## src/rtl/gesture_decode.sv

```systemverilog
// Gesture-flag byte decoder: priority-encodes each accepted I2C flag byte,
// pulses an event, counts gestures and holds an LED pattern for HOLD_CYCLES.
module gesture_decode #(
  parameter int HOLD_CYCLES = 25_000_000,
  parameter int CNT_W       = 25
) (
  input  logic       sys_clk,
  input  logic       sys_rst,
  input  logic       rd_valid,
  input  logic [7:0] rd_data,
  output logic       gest_valid,
  output logic [3:0] gest_code,
  output logic [3:0] led,
  output logic       busy,
  output logic [7:0] gest_cnt
);

  typedef enum logic {IDLE, SHOW} state_t;

  state_t           r_state;
  logic [CNT_W-1:0] r_hold;
  logic             r_gest_valid;
  logic [3:0]       r_gest_code;
  logic [3:0]       r_led;
  logic             r_busy;
  logic [7:0]       r_gest_cnt;

  logic       w_accept;
  logic       w_term;
  logic [3:0] w_code;
  logic [3:0] w_led;

  assign w_accept = rd_valid && (rd_data != 8'd0);
  assign w_term   = (r_hold == CNT_W'(HOLD_CYCLES - 1));

  // Lowest set bit wins: scan from the top so the last hit is the lowest.
  always_comb begin
    w_code = 4'd0;
    for (int i = 7; i >= 0; i--)
      if (rd_data[i]) w_code = 4'(i + 1);
  end

  always_comb begin
    case (w_code)
      4'd1:    w_led = 4'b0001;
      4'd2:    w_led = 4'b0010;
      4'd3:    w_led = 4'b0100;
      4'd4:    w_led = 4'b1000;
      4'd5:    w_led = 4'b0011;
      4'd6:    w_led = 4'b1100;
      4'd7:    w_led = 4'b0101;
      4'd8:    w_led = 4'b1010;
      default: w_led = 4'b0000;
    endcase
  end

  // A new acceptance always takes priority over terminal count.
  always_ff @(posedge sys_clk) begin
    if (sys_rst) begin
      r_state      <= IDLE;
      r_hold       <= '0;
      r_gest_valid <= 1'b0;
      r_gest_code  <= 4'd0;
      r_led        <= 4'd0;
      r_busy       <= 1'b0;
      r_gest_cnt   <= 8'd0;
    end else begin
      r_gest_valid <= 1'b0;
      if (w_accept) begin
        r_state      <= SHOW;
        r_hold       <= '0;
        r_gest_valid <= 1'b1;
        r_gest_code  <= w_code;
        r_led        <= w_led;
        r_busy       <= 1'b1;
        r_gest_cnt   <= r_gest_cnt + 8'd1;
      end else if (r_state == SHOW) begin
        if (w_term) begin
          r_state <= IDLE;
          r_hold  <= '0;
          r_led   <= 4'd0;
          r_busy  <= 1'b0;
        end else begin
          r_hold  <= r_hold + 1'b1;
        end
      end
    end
  end

  assign gest_valid = r_gest_valid;
  assign gest_code  = r_gest_code;
  assign led        = r_led;
  assign busy       = r_busy;
  assign gest_cnt   = r_gest_cnt;

endmodule

```

## config.mk

```make
export PLATFORM = sky130hd
export DESIGN_NAME = gesture_decode
export DESIGN_NICKNAME = d
export VERILOG_FILES = /design/src/rtl/gesture_decode.sv
export SDC_FILE = /design/constraint.sdc
export NUM_CORES = 1
export LEC_CHECK = 0
export BUFFER_PORTS_ARGS = -buffer_cell sky130_fd_sc_hd__buf_2
export CAP_MARGIN = 20
export CORE_ASPECT_RATIO = 1.25
export CORE_MARGIN = 4
export CORE_UTILIZATION = 60
export CTS_BUF_LIST = sky130_fd_sc_hd__clkbuf_16
export DETAILED_ROUTE_END_ITERATION = 8
export PLACE_DENSITY = 0.83
export RECOVER_POWER = 100
export SYNTH_ARGS = -nofsm -noshare
export SYNTH_HDL_FRONTEND = slang
export SYNTH_SLANG_ARGS = --single-unit
```

## constraint.sdc

```tcl
create_clock -name sys_clk -period 3.6 [get_ports sys_clk]
set_input_delay 0.72 -clock sys_clk [delete_from_list [all_inputs] [get_ports sys_clk]]
set_output_delay 0.72 -clock sys_clk [all_outputs]
set_load 0.1 [all_outputs]
```

==> flow_metrics.py <==
metrics = {
    "outcome": {
        "status": "finished clean",
    },
    "sta": {
        "worst_slew_pin_slew_ps": 1180,
        "layout_min_cycle_time_ps": 2660,
        "finalClockSkew_ps": 4.84,
        "drv_slew": 0,
        "setup_violations": 0,
        "final_hold_viol_count": 0,
        "rsz0062_at_grt": "false",
        "fin_crit_sh": 0.739,
        "fmax_mhz": 376,
        "setup_tns_ps": 0,
        "hold_ws_ps": 464,
        "slew_headroom": 0.218,
    },
    "pwr": {
        "p_leak_nw": 0.754,
        "power.density_nw_per_um2": 480,
        "peakVddDrop_mv": 0.465,
    },
    "floorplanning": {
        "rows": 23,
        "io_pins": 29,
        "core-area_um2": 3250,
        "die_w_um": 60.2,
        "die_area_um2": 4420,
        "start_util": 0.629,
        "fp.dieH_um": 73.3,
    },
    "global_routing": {
        "grt_max_degree": 25,
        "gr-usage-met3": 0.0510,
        "grt_usage": 0.201,
        "met1_usage": 0.241,
        "first_global_vias": 1614,
        "antenna_found_initial": 0,
        "use_met2": 0.328,
        "top_usage_layer": "met2",
        "grt_pass1_wl_um": 6790,
        "overflow": 0,
    },
    "logic_synthesis": {
        "ys_ff_latch": 44,
        "syn_avg_cell_area_um2": 8.49,
        "synth_top_cell_area_share": 0.430,
        "postSynthCellCount": 241,
        "synth_nets": 254,
        "synth_area_leaders": "dfxtp_1, xnor2_1, nor2_1, xor2_1, nand2_1",
        "yosysTopAreaCell": "dfxtp_1",
        "synth_cell_type_count": 40,
        "syn_area_um2": 2050,
        "ys_warn_count": 0,
        "ys_seq_area_frac": 0.430,
    },
    "drt": {
        "dr.pass1.iters": 4,
        "ant_nets": 0,
        "route.vias.total": 1715,
        "viasPerCell": 5.59,
        "drt_iter0_markers": 63,
        "routedWlPerCell_um": 12.4,
        "remaining_drc_errors": 0,
        "wl_um": 3810,
    },
    "critical_path": {
        "crit_type": "in -> reg",
        "crit_required_ps": 3810,
        "cp-start-kind": "primary input",
        "ff2ff_path_depth": 6,
        "worstSetupStartpoint": "rd_data[3]",
        "crit_arrival_ps": 2870,
        "crit_path_max_fanout": 24,
        "worst_setup_path_end_kind": "flip-flop",
        "rr_startpoint": "r_hold[0]",
    },
    "clock_tree": {
        "cts_sinks": 44,
        "clk_pin_slew_worst_paths_ps": 60,
        "cts_buffers": 5,
        "worstSkewPairLatency_ps": 280,
        "cts_root_buf": "clkbuf_16",
        "cts_tree": "built",
        "cts_hold_buf": 0,
        "cts_buffer_depth": 2,
        "post_cts_resized": 0,
        "htreeDepth": 2,
        "post-cts-setup-buffer-count": 0,
    },
    "layout": {
        "layout-drive-gt1-share": 0.0815,
        "area_growth_pct": 13.6,
        "finalNetCount": 282,
        "n_antenna_cell": 0,
        "fill_cells": 277,
    },
    "flow_run": {
        "drv_cap": 0,
    },
    "hold_path": {
        "hold_class": "reg -> reg",
        "hold_path_depth": 2,
        "min-delay-start": "gest_code[1]",
    },
    "placement": {
        "gp_congestion": 0.763,
        "io_buffers": 28,
        "hpwlAfterDp_um": 2760,
    },
}
critical path: stages:
cell and delay, ps:
clkbuf_1 100, or4_1 660, o31ai_4 490, nand2b_2 170, o21bai_2 450, o22ai_1 260
flip-flops by register name, summed over array words and instances (netlist names):
| register | count |
|---|---|
| busy | 1 |
| gest_cnt | 8 |
| gest_code | 4 |
| gest_valid | 1 |
| led | 4 |
| r_hold | 25 |
| r_state | 1 |
cells in the mapped netlist (all sizes together):
library cell and instances:
nand3b 1, and3 2, inv 10, buf 4, dfxtp 44, nor2b 2
nor3 9, o31ai 2, o22ai 2, or2 1, and2 2, nand2b 2
a211oi 1, or4 1, nand4 11, o311ai 1, xnor2 19, a31oi 2
xor2 9, and4 4, clkbuf 3, nand3 11, o2bb2ai 1, nand2 20
ha 2, a2111oi 1, nor2 42, nor4 6, o31a 3, nor3b 1
a21oi 10, o21ai 3, or3 4, nor4b 2, o21bai 3
where the power goes:
group / switching (mW) / internal, mW / total [mW] / leakage (nW)
combinational: 0.0897 / 0.0208 / 0.111 / 0.317
sequential: 0.00786 / 0.496 / 0.504 / 0.357
clock: 0.177 / 0.325 / 0.502 / 0.0798
metal layers:
layer / share of wire / routed length [um]
met5: 0 / 0
met1: 0.45 / 1700
met4: 0.020 / 78
met2: 0.49 / 1880
met3: 0.040 / 152
cell type report:
class | instances | area [um2] | area share
inverters | 10 | 37.5 | 0.0161
repair buffers | 28 | 116 | 0.0500
flip-flops and latches | 44 | 881 | 0.379
multi-input cells | 180 | 1080 | 0.463
well taps | 37 | 46.3 | 0.0199
clock buffers | 5 | 125 | 0.0538
clock inverters | 3 | 42.5 | 0.0183
through the flow:
step / area [um2] / util / setup WS, ps / instances / power [mW]
3_5_place_dp: 2190 / 0.673 / 803 / 299 / 0.628
4_1_cts: 2360 / 0.725 / 1100 / 307 / 1.13
2_1_floorplan: 2050 / - / 1340 / 241 / 0.605
3_3_place_gp: 2190 / 0.673 / 865 / 299 / 0.627
5_1_grt: 2330 / 0.715 / 684 / 307 / 1.16
6_report: 2330 / 0.715 / 938 / 307 / 1.12
cell usage in the layout, fill, tap and decap left out, types with 2 or more instances in the layout:
cell and n:
dfxtp_1 44, nor2_1 42, nand2_1 20, xnor2_1 19
clkbuf_1 19, nand4_1 11, nand3_1 11, inv_1 10
a21oi_1 10, nor3_1 9, xor2_1 9, buf_2 9
nor4_1 6, clkbuf_16 5, and4_1 4, or3_1 4
o21ai_0 3, o31a_1 3, nor4b_1 2, o21bai_2 2
and2_1 2, and3_1 2, nor2b_1 2, a31oi_1 2
o22ai_1 2, ha_1 2
cell families (layout without fill, tap and decap cells):
| family | count (synthesis) | count (layout) | synth area share |
|---|---|---|---|
| xor+xnor | 28 | 28 | 0.120 |
| fa+ha+maj | 2 | 2 | 0.0122 |
| simple gates | 121 | 121 | 0.292 |
| compound gates | 29 | 29 | 0.106 |
| buf+inv | 17 | 46 | 0.0397 |
| flops | 44 | 44 | 0.430 |
path summary, 6_finish.rpt:
| kind | endpoint | slack [ps] |
|---|---|---|
| worst max-delay path | led[0] | 940 |
| worst min-delay path | gest_code[1] | 460 |
| worst max register to register | led[0] | 1050 |
| worst min register to register | gest_code[1] | 460 |
Note: power is estimated with default switching activity, not from simulation.
